===== config.mk =====
export PLATFORM = sky130hd
export DESIGN_NAME = ram_arbiter_flat
export DESIGN_NICKNAME = d
export VERILOG_FILES = /design/src/rtl/ram_arbiter_if.sv /design/src/rtl/ram_arbiter.sv /design/src/flat_wrapper.sv
export SDC_FILE = /design/constraint.sdc
export NUM_CORES = 1
export LEC_CHECK = 0
export CAP_MARGIN = 0
export CORE_ASPECT_RATIO = 0.9
export CORE_MARGIN = 2
export CORE_UTILIZATION = 35
export DETAILED_ROUTE_END_ITERATION = 7
export GPL_ROUTABILITY_DRIVEN = 0
export PLACE_DENSITY = 0.76
export SLEW_MARGIN = 20
export SYNTH_ARGS = -nofsm -noshare
export SYNTH_HDL_FRONTEND = slang
export SYNTH_SLANG_ARGS = --single-unit

===== constraint.sdc =====
create_clock -name clk -period 1.44 [get_ports clk]
set_input_delay 0.432 -clock clk [delete_from_list [all_inputs] [get_ports clk]]
set_output_delay 0.432 -clock clk [all_outputs]
set_load 0.005 [all_outputs]

===== src/rtl/ram_arbiter_if.sv =====
// Bundled client A / client B / RAM toggle-handshake signals of ram_arbiter.
// The arbiter uses the slave modport; the surrounding system uses master.
interface ram_arbiter_if #(
   parameter int ADDR_BITS = 17
);
   logic [ADDR_BITS-1:0] a_addr;
   logic [7:0]           a_d;
   logic                 a_we;
   logic                 a_req;
   logic                 a_ack;
   logic [7:0]           a_q;
   logic [ADDR_BITS-1:0] b_addr;
   logic [7:0]           b_d;
   logic                 b_we;
   logic                 b_req;
   logic                 b_ack;
   logic [7:0]           b_q;
   logic [ADDR_BITS-1:0] ram_a;
   logic [7:0]           ram_d;
   logic                 ram_we;
   logic                 ram_req;
   logic                 ram_ack;
   logic [7:0]           ram_q;
   logic                 busy;
   logic                 last_grant;
   logic [1:0]           state_dbg;

   // Handshake rule for every channel: a request is pending while req != ack;
   // the requester flips req only when req == ack, and the responder flips ack
   // once the result (q) is valid. Addr/d/we stay stable while pending.
   modport slave (
      input  a_addr, a_d, a_we, a_req, b_addr, b_d, b_we, b_req, ram_ack, ram_q,
      output a_ack, a_q, b_ack, b_q, ram_a, ram_d, ram_we, ram_req, busy,
             last_grant, state_dbg
   );

   modport master (
      output a_addr, a_d, a_we, a_req, b_addr, b_d, b_we, b_req, ram_ack, ram_q,
      input  a_ack, a_q, b_ack, b_q, ram_a, ram_d, ram_we, ram_req, busy,
             last_grant, state_dbg
   );
endinterface


===== src/rtl/ram_arbiter.sv =====
// Round-robin arbiter sharing one toggle-handshake RAM port between two clients.
// Optional watchdog on the RAM wait enabled with `define RAM_ARB_TIMEOUT_EN.
module ram_arbiter #(
   parameter int ADDR_BITS      = 17,
   parameter int TIMEOUT_CYCLES = 255
) (
   input  logic         clk,
   input  logic         reset_n,
`ifdef RAM_ARB_TIMEOUT_EN
   output logic         timeout_err,
`endif
   ram_arbiter_if.slave bus
);

   typedef enum logic [1:0] {
      S_IDLE  = 2'd0,
      S_ISSUE = 2'd1,
      S_WAIT  = 2'd2,
      S_DONE  = 2'd3
   } state_t;

   state_t               state, state_next;
   logic                 gnt, gnt_next;
   logic                 last_next;
   logic [ADDR_BITS-1:0] ram_a_next;
   logic [7:0]           ram_d_next;
   logic                 ram_we_next;
   logic                 ram_req_next;
   logic                 a_ack_next, b_ack_next;
   logic [7:0]           a_q_next, b_q_next;
   logic                 pend_a, pend_b, pick_b;
   logic                 complete, forced;

`ifdef RAM_ARB_TIMEOUT_EN
   localparam logic [15:0] WD_LIMIT = 16'(TIMEOUT_CYCLES - 1);
   logic [15:0] wd, wd_next;
   logic        timeout_next;
`endif

   assign pend_a = bus.a_req ^ bus.a_ack;
   assign pend_b = bus.b_req ^ bus.b_ack;
   // On a tie, the client that was not served last wins.
   assign pick_b = pend_b & (~pend_a | ~bus.last_grant);

   assign bus.busy      = (state != S_IDLE);
   assign bus.state_dbg = state;

   always_comb begin
      state_next   = state;
      gnt_next     = gnt;
      last_next    = bus.last_grant;
      ram_a_next   = bus.ram_a;
      ram_d_next   = bus.ram_d;
      ram_we_next  = bus.ram_we;
      ram_req_next = bus.ram_req;
      a_ack_next   = bus.a_ack;
      b_ack_next   = bus.b_ack;
      a_q_next     = bus.a_q;
      b_q_next     = bus.b_q;
      complete     = 1'b0;
      forced       = 1'b0;
`ifdef RAM_ARB_TIMEOUT_EN
      wd_next      = wd;
      timeout_next = timeout_err;
`endif
      case (state)
         S_IDLE: begin
            if (pend_a || pend_b) begin
               gnt_next     = pick_b;
               last_next    = pick_b;
               ram_a_next   = pick_b ? bus.b_addr : bus.a_addr;
               ram_d_next   = pick_b ? bus.b_d    : bus.a_d;
               ram_we_next  = pick_b ? bus.b_we   : bus.a_we;
               ram_req_next = ~bus.ram_req;
               state_next   = S_WAIT;
`ifdef RAM_ARB_TIMEOUT_EN
               wd_next      = 16'd0;
`endif
            end
         end
         S_ISSUE: state_next = S_WAIT;
         S_WAIT: begin
            if (bus.ram_req == bus.ram_ack) begin
               complete = 1'b1;
            end
`ifdef RAM_ARB_TIMEOUT_EN
            else if (wd == WD_LIMIT) begin
               // Give up on the RAM: realign its toggle and report 8'hFF.
               complete     = 1'b1;
               forced       = 1'b1;
               ram_req_next = bus.ram_ack;
               timeout_next = 1'b1;
            end else begin
               wd_next = wd + 16'd1;
            end
`endif
            if (complete) begin
               state_next = S_DONE;
               if (gnt) begin
                  b_ack_next = ~bus.b_ack;
                  if (forced)           b_q_next = 8'hFF;
                  else if (!bus.ram_we) b_q_next = bus.ram_q;
               end else begin
                  a_ack_next = ~bus.a_ack;
                  if (forced)           a_q_next = 8'hFF;
                  else if (!bus.ram_we) a_q_next = bus.ram_q;
               end
            end
         end
         // Dead cycle so a fresh client toggle is never judged against a stale ack.
         S_DONE:  state_next = S_IDLE;
         default: state_next = S_IDLE;
      endcase
   end

   always_ff @(posedge clk) begin
      if (!reset_n) begin
         state          <= S_IDLE;
         gnt            <= 1'b0;
         bus.last_grant <= 1'b1;
         bus.ram_a      <= '0;
         bus.ram_d      <= 8'hFF;
         bus.ram_we     <= 1'b0;
         bus.ram_req    <= bus.ram_ack;
         bus.a_ack      <= bus.a_req;
         bus.b_ack      <= bus.b_req;
         bus.a_q        <= 8'hFF;
         bus.b_q        <= 8'hFF;
`ifdef RAM_ARB_TIMEOUT_EN
         wd             <= 16'd0;
         timeout_err    <= 1'b0;
`endif
      end else begin
         state          <= state_next;
         gnt            <= gnt_next;
         bus.last_grant <= last_next;
         bus.ram_a      <= ram_a_next;
         bus.ram_d      <= ram_d_next;
         bus.ram_we     <= ram_we_next;
         bus.ram_req    <= ram_req_next;
         bus.a_ack      <= a_ack_next;
         bus.b_ack      <= b_ack_next;
         bus.a_q        <= a_q_next;
         bus.b_q        <= b_q_next;
`ifdef RAM_ARB_TIMEOUT_EN
         wd             <= wd_next;
         timeout_err    <= timeout_next;
`endif
      end
   end

endmodule


===== src/flat_wrapper.sv =====
// flat-port wrapper written by rule: the top's interface ports become plain ports
module ram_arbiter_flat 
#(
   parameter int ADDR_BITS      = 17,
   parameter int TIMEOUT_CYCLES = 255
)
  (clk, reset_n, bus_a_addr, bus_a_d, bus_a_we, bus_a_req, bus_b_addr, bus_b_d, bus_b_we, bus_b_req, bus_ram_ack, bus_ram_q, bus_a_ack, bus_a_q, bus_b_ack, bus_b_q, bus_ram_a, bus_ram_d, bus_ram_we, bus_ram_req, bus_busy, bus_last_grant, bus_state_dbg);
  ram_arbiter_if #(.ADDR_BITS(ADDR_BITS)) bus_i ();
  input  logic clk;
  input  logic reset_n;
  input wire logic [$bits(bus_i.a_addr)-1:0] bus_a_addr;
  input wire logic [$bits(bus_i.a_d)-1:0] bus_a_d;
  input wire logic [$bits(bus_i.a_we)-1:0] bus_a_we;
  input wire logic [$bits(bus_i.a_req)-1:0] bus_a_req;
  input wire logic [$bits(bus_i.b_addr)-1:0] bus_b_addr;
  input wire logic [$bits(bus_i.b_d)-1:0] bus_b_d;
  input wire logic [$bits(bus_i.b_we)-1:0] bus_b_we;
  input wire logic [$bits(bus_i.b_req)-1:0] bus_b_req;
  input wire logic [$bits(bus_i.ram_ack)-1:0] bus_ram_ack;
  input wire logic [$bits(bus_i.ram_q)-1:0] bus_ram_q;
  output wire logic [$bits(bus_i.a_ack)-1:0] bus_a_ack;
  output wire logic [$bits(bus_i.a_q)-1:0] bus_a_q;
  output wire logic [$bits(bus_i.b_ack)-1:0] bus_b_ack;
  output wire logic [$bits(bus_i.b_q)-1:0] bus_b_q;
  output wire logic [$bits(bus_i.ram_a)-1:0] bus_ram_a;
  output wire logic [$bits(bus_i.ram_d)-1:0] bus_ram_d;
  output wire logic [$bits(bus_i.ram_we)-1:0] bus_ram_we;
  output wire logic [$bits(bus_i.ram_req)-1:0] bus_ram_req;
  output wire logic [$bits(bus_i.busy)-1:0] bus_busy;
  output wire logic [$bits(bus_i.last_grant)-1:0] bus_last_grant;
  output wire logic [$bits(bus_i.state_dbg)-1:0] bus_state_dbg;
  assign bus_i.a_addr = bus_a_addr;
  assign bus_i.a_d = bus_a_d;
  assign bus_i.a_we = bus_a_we;
  assign bus_i.a_req = bus_a_req;
  assign bus_i.b_addr = bus_b_addr;
  assign bus_i.b_d = bus_b_d;
  assign bus_i.b_we = bus_b_we;
  assign bus_i.b_req = bus_b_req;
  assign bus_i.ram_ack = bus_ram_ack;
  assign bus_i.ram_q = bus_ram_q;
  assign bus_a_ack = bus_i.a_ack;
  assign bus_a_q = bus_i.a_q;
  assign bus_b_ack = bus_i.b_ack;
  assign bus_b_q = bus_i.b_q;
  assign bus_ram_a = bus_i.ram_a;
  assign bus_ram_d = bus_i.ram_d;
  assign bus_ram_we = bus_i.ram_we;
  assign bus_ram_req = bus_i.ram_req;
  assign bus_busy = bus_i.busy;
  assign bus_last_grant = bus_i.last_grant;
  assign bus_state_dbg = bus_i.state_dbg;
  ram_arbiter #(.ADDR_BITS(ADDR_BITS), .TIMEOUT_CYCLES(TIMEOUT_CYCLES)) u_core (.clk(clk), .reset_n(reset_n), .bus(bus_i));
endmodule

==> run metrics <==
status=complete, but fails checks; failing checks=setup timing; CP top delay family=buffers and inverters; Final WS setup=-0.169 ns; endpoints failing hold=0; fillers=406; antenna violations before repair=0; CP Cell Sequence=buf_6 > xnor2_4 > buf_6 > a21oi_4 > buf_12 > clkbuf_16 > nand2_1 > a31oi_1; Synthesized Nets=300; mux cell area share after synthesis=under 10%; P per Cell Area=~1000 nW/um^2; Clock Latency Late Sink=about 0.30 ns; overall die width=85.3 um; Initial DRC Count=94; cell taking the most area after synthesis=dfxtp_1; post-synth top area share=between 40% and 50%; global-route wire length before repair=about 10000 um; vias in the first global route=about 2200; Worst-Margin Slew=~0.43 ns; total negative slack=-4.65 ns; synth top area cells=dfxtp_1 44%, nand2_1 13%, a31oi_1 7.8%; commonest non-fill, non-tap cell in the layout=clkdlybuf4s50_1; Final min period=between 1.5 and 2 ns; cells after synthesis=~240; Max Cap Viol=0; total track usage=roughly 19%; CTS tree=built; Worst Path Required=roughly 1.7 ns; distinct cell type count after synthesis=31; cts bufs inserted=5; complex-gate fraction of the synthesized area=roughly 16%; Slew HR=71.2%; Detailed Route WL=about 7600 um; antenna-violating nets left=0; via count=2298; Initial Utilization=between 30% and 40%; clk_skew=0.00952 ns; final core occ=about three quarters; Yosys reg bits=49; most frequent cells in the layout=61 x clkdlybuf4s50_1, 53 x nand2_1, 46 x dlygate4sd2_1; R2R Setup Slk=-0.17 ns; CTS sink cnt=49; part of the cycle the worst path needs=112%; clk buf depth=2; largest family of logic cells by synthesized area=simple AND/OR/NAND/NOR gates; f_max=approximately 620 MHz; reg2reg start=u_core.bus.b_ack; DR DRC count=0; RSZ-0062 raised after global routing=yes; antenna cells=0; WP buf/inv=4; CP Capture Type=flip-flop; Syn Std Cell Area=approximately 2100 um^2; wire length per cell=16.7 um; grt ovf=0; # setup viols final=between 40 and 50; Synth-to-Final Area Change=103%; hold_buf cts=0; Port Buffers=113; DIE AREA=approximately 6600 um^2; largest net degree at the start of global routing=23; Peak VDD IR=slightly below 0.0008 V; Slew Viols, Final=0; startpoint types=flip-flop; I/O pin cnt=between 100 and 150; Via-to-Cell Ratio=5.07; dpl hpwl=roughly 4300 um; warnings from Yosys=0; Core ar.=approximately 5700 um^2; hold_sp=u_core.bus.state_dbg[1]; Pleak=~0.0017 uW; Post-Synth XOR/XNOR Area=around 2.8%; Hold Crit Class=reg -> reg; die height=~77 um; most used cell, CP=buf_6; Crit Path Max Fanout=7; final-stage net count=447; CP max stage delay=approximately 0.44 ns; H-Tree Depth=2; kind of critical path=reg -> reg; Seq/Total Area, Yosys=between 40% and 50%; drt pass-1 iters=5; crit path from=u_core.bus.b_ack; Slowest-stage cell, CP=edfxtp_1; simple-gate share of the synthesized area=a little under a fifth; share of layout cells above drive strength 1=about 36%; clk root buf=clkbuf_8; num rows=26; arrival time at the worst endpoint=between 1.5 and 2 ns; Synth Area in Adders=0%; Mapped Avg Cell Area=8.85 um^2; clock transition at the registers of the reported paths=around 0.09 ns
-- metrics by stage --
stage	worst slack, ns	power, uW	std cells	hold slack [ns]	instance area, um^2
finish	-0.169	4370	453	0.467	4220
CTS	-0.152	3840	440	0.451	3670
global placement	-0.606	2890	421	0.452	3390
detailed placement	-0.692	2910	421	0.461	3390
global route	-0.233	4580	453	0.482	4220
floorplan	0.00854	2230	235	0.466	2090
-- cells in the mapped netlist, drive strengths merged --
cell and instances:
nand2 73, dfxtp 46, a31oi 26, o21ai 22, mux2i 16, buf 13
nor3 9, a21oi 4, clkbuf 4, edfxtp 3, xnor2 3, inv 2
nand2b 2, nor2 2, xor2 2, a211oi 1, and2 1, and2b 1
nand3 1, nand4b 1, nor4bb 1, o211ai 1, or2 1
-- logic make-up after synthesis --
family,Yosys count
AND/OR/NAND/NOR,92
XOR/XNOR,5
flip-flops,49
buffers and inverters,19
AO/OA/AOI/OAI,54
multiplexers,16
-- registers in the layout, summed over array words and instances (netlist names) --
| signal | flops |
|---|---|
| u_core.bus.ram_a | 17 |
| u_core.bus.a_q | 8 |
| u_core.bus.b_q | 8 |
| u_core.bus.ram_d | 8 |
| u_core.bus.state_dbg | 2 |
| u_core.bus.a_ack | 1 |
| u_core.bus.b_ack | 1 |
| u_core.bus.last_grant | 1 |
| u_core.bus.ram_req | 1 |
| u_core.bus.ram_we | 1 |
| u_core.gnt | 1 |
-- final cells by class --
| type | count | area (um^2) | share of cell area [%] |
|---|---|---|---|
| multi-input combinational | 168 | 1370 | 32.3 |
| tap | 70 | 87.6 | 2.08 |
| timing repair buffer | 156 | 1640 | 38.9 |
| clock buffer | 7 | 76.3 | 1.81 |
| clock inverter | 1 | 7.51 | 0.178 |
| inverter | 2 | 7.51 | 0.178 |
| sequential | 49 | 1040 | 24.5 |
-- worst register-to-register path, cell delays in order (launching register included) --
cell and delay, ns:
edfxtp_1 0.44, buf_6 0.16, xnor2_4 0.13, buf_6 0.14, a21oi_4 0.13, buf_12 0.15
clkbuf_16 0.15, nand2_1 0.06, a31oi_1 0.18
-- repair_timing --
item / in CTS / in global routing
pin swaps: 6 / 31
buffers inserted: 9 / 9
cloned: 2 / 6
setup endpoints to repair: 96 / 51
gates resized for setup: 116 / 78
-- path summary, 6_finish.rpt --
kind | end | depth (start not counted)
worst min register to register | u_core.bus.state_dbg[1] | 1
worst max register to register | u_core.bus.ram_d[1] | 8
worst min-delay path | u_core.bus.state_dbg[1] | 1
worst max-delay path | u_core.bus.ram_d[1] | 8
-- power by group --
| part | internal, uW | switching, uW |
|---|---|---|
| sequential | 1560 | 129 |
| combinational | 1060 | 831 |
| clock | 345 | 449 |
| total | 2960 | 1410 |
-- routing by layer --
layer  global-route usage [%]  share of wire (%)  up-vias
met5                        0                  0        -
met4                     6.35                1.8        0
met3                     5.27                6.5       15
met2                     33.8                 51       87
met1                     22.8                 40     1094
li1                         -                  -     1102
No activity file was read; power rests on OpenSTA's default activity.
==> edit, RTL diff (same settings) <==
`ADDR_BITS` is set to 17 in 3 places; all go to 21.
--- a/src/rtl/ram_arbiter_if.sv
+++ b/src/rtl/ram_arbiter_if.sv
@@ -2,5 +2,5 @@
 // The arbiter uses the slave modport; the surrounding system uses master.
 interface ram_arbiter_if #(
-   parameter int ADDR_BITS = 17
+   parameter int ADDR_BITS = 21
 );
    logic [ADDR_BITS-1:0] a_addr;
--- a/src/rtl/ram_arbiter.sv
+++ b/src/rtl/ram_arbiter.sv
@@ -2,5 +2,5 @@
 // Optional watchdog on the RAM wait enabled with `define RAM_ARB_TIMEOUT_EN.
 module ram_arbiter #(
-   parameter int ADDR_BITS      = 17,
+   parameter int ADDR_BITS      = 21,
    parameter int TIMEOUT_CYCLES = 255
 ) (
--- a/src/flat_wrapper.sv
+++ b/src/flat_wrapper.sv
@@ -2,5 +2,5 @@
 module ram_arbiter_flat 
 #(
-   parameter int ADDR_BITS      = 17,
+   parameter int ADDR_BITS      = 21,
    parameter int TIMEOUT_CYCLES = 255
 )
Ports: changed (resized bus_a_addr, bus_b_addr and bus_ram_a); port bits go from 114 to 126. No check against the original RTL was run, so the function may have changed too.
==> edit against the unedited design <==
- the run still ends with negative setup slack left
- cell area down 2.2%
- sequential cell count is 4 higher
- worst hold slack improved by 0.0064 ns
- non-clock buffer count increased by 12
- worst setup slack worse by 0.020 ns
- synthesized area rose by 5.7%
- routed wire length is 2.8% lower
- synthesized cell count is 10% higher
- power increased by 0.68%
- critical endpoint is now u_core.bus.ram_a[7]$_SDFFE_PN0P_
==> edit: results (changes against the unedited design) <==
set qor(synth.yosys.warnings) 0 ;# unchanged
set qor(layout-drive-gt1-share_pct) 30.0 ;# -6.1 points
set qor(worstHoldPathCells) 2 ;# +1
set qor(p_leak_nw) 1.72 ;# +0.96%
set qor(routed_via_count_divided_by_cell_count) 4.99 ;# -1.7%
set qor(worst_path_largest_cell_delay_ns) 0.42 ;# -0.02 ns
set qor(seq_area_frac_synth_pct) 49.7 ;# +1.0 points
set qor(place_area_mm2) 0.00366 ;# +8.0%
set qor(fillerInstances) 496 ;# +22%
set qor(grt_first_pass_wirelength_um) 11600 ;# +13%
set qor(layout_overhead_on_the_synthesized_area_pct) 87.9
set qor(largest_reg_flops) 21 ;# +4
set qor(fin_ws_ns) -0.189 ;# -0.0195 ns
set qor(regToRegStartpoint) {u_core.bus.a_ack$_DFFE_PP_}
set qor(routed_len_inst_um) 15.1 ;# -9.4%
set qor(regToRegEndpoint) {u_core.bus.ram_a[7]$_SDFFE_PN0P_}
set qor(worst_clock_skew_ns) 0.0149 ;# +0.00541 ns
set qor(outcome) {finished, violations left}
set qor(synth_fp_nets) 332 ;# +11%
set qor(synth_cell_type_count) 27 ;# -13%
set qor(first_global_vias) 2414 ;# +12%
set qor(grt_antenna_before_repair) 0 ;# unchanged
set qor(violations) {negative setup slack}
set qor(grt_usage_pct) 21.1 ;# +1.8 points
set qor(drt_pre_antenna_iters) 4 ;# -1
set qor(clock-root-buffer) {clkbuf_8}
set qor(io_buffer_count) 125 ;# +11%
set qor(worstHoldPathType) {reg -> reg}
set qor(first_iter_violations) 115 ;# +22%
set qor(dp.final_hpwl_um) 5140 ;# +19%
set qor(worstRegToRegCells) 7 ;# -1
set qor(timing.hold.worst_endpoint) {u_core.bus.a_q[4]$_SDFFE_PN1P_}
set qor(min-delay-start) {u_core.bus.a_q[4]$_SDFFE_PN1P_}
set qor(slew_headroom_pct) 80.1 ;# +8.9 points
set qor(top_post_synthesis_cells_by_area) {dfxtp_1 46%, nand2_1 14%, a31oi_1 8.5%, mux2i_1 7.3%, edfxtp_1 4.1%}
set qor(grt_start_max_net_pins) 24 ;# +4.3%
set qor(layout.nets) 486 ;# +8.7%
set qor(crit_path_max_fanout) 7 ;# unchanged
set qor(synth.top_cells.by_count) {81 x nand2_1, 50 x dfxtp_1, 30 x a31oi_1}
set qor(finalSetupViolations) 46 ;# +2.2%
set qor(power.ir.vdd_worst_mv) 0.557 ;# -28%
edit: cell types whose count changed after synthesis, sizes merged:
cell	delta
nand2	+8
a31oi	+4
dfxtp	+4
o21ai	+4
buf	+3
and2b	-1
and4bb	+1
clkbuf	+1
nor2b	+1
nor4bb	-1
edit: what timing repair did:
action / CTS / global route
pin swaps: 59 / 25
gates cloned: 4 / 0
gates resized for setup: 139 / 16
setup endpoints to repair: 103 / 56
buffers inserted: 13 / 3
edit: layer usage:
layer / share of wire [%] / up-vias / GRT usage [%]
met5: 0 / - / 0
met3: 4.8 / 14 / 4.05
met4: 2.2 / 0 / 6.46
met2: 50 / 84 / 37.3
li1: - / 1196 / -
met1: 43 / 1129 / 25.8
edit: stage by stage:
step / TNS [ns] / setup WS, ns / power (W) / std cells / hold slack, ns
2_1_floorplan: 0 / 0.00735 / 0.00238 / 259 / 0.466
3_5_place_dp: -25.00 / -0.567 / 0.00321 / 459 / 0.458
6_report: -4.98 / -0.189 / 0.00440 / 486 / 0.473
4_1_cts: -3.83 / -0.154 / 0.00435 / 484 / 0.469
3_3_place_gp: -23.25 / -0.516 / 0.00318 / 459 / 0.455
5_1_grt: -8.87 / -0.274 / 0.00463 / 486 / 0.498
edit: cells by family after synthesis:
| family | after synthesis | synth area share (%) |
|---|---|---|
| AOI/OAI and AO/OA | 62 | 16.4 |
| xor gates and xnor gates | 5 | 1.99 |
| buffers and inverters | 23 | 5.81 |
| DFF | 53 | 49.7 |
| muxes | 16 | 7.29 |
| and+or+nand+nor | 100 | 18.8 |
edit: layout make-up:
cell class,count,area share [%]
Multi-Input combinational cell,183,28.1
Sequential cell,53,27.2
Timing Repair Buffer,168,39.6
Inverter,2,0.182
Tap cell,72,2.18
Clock inverter,1,0.152
Clock buffer,7,2.61
edit: worst max-delay path by stage:
stage	from	endpoint	slack, ns	depth (start not counted)
2_1_floorplan	u_core.bus.ram_req$_DFFE_PP_	u_core.bus.a_q[5]$_SDFFE_PN1P_	0.007	5
3_3_place_gp	bus_a_req	u_core.bus.ram_a[1]$_SDFFE_PN0P_	-0.52	7
3_5_place_dp	bus_b_req	u_core.bus.ram_a[18]$_SDFFE_PN0P_	-0.57	6
4_1_cts	u_core.bus.a_ack$_DFFE_PP_	u_core.bus.ram_a[7]$_SDFFE_PN0P_	-0.15	7
5_1_grt	u_core.bus.a_ack$_DFFE_PP_	u_core.bus.ram_a[2]$_SDFFE_PN0P_	-0.27	7
6_report	u_core.bus.a_ack$_DFFE_PP_	u_core.bus.ram_a[7]$_SDFFE_PN0P_	-0.19	7
edit: report_power, final:
group	switching, W	leakage, nW	internal, W
Sequential	0.000103	0.438	0.00169
Clock	0.000488	0.0599	0.000498
Combinational	0.000714	1.23	0.000909
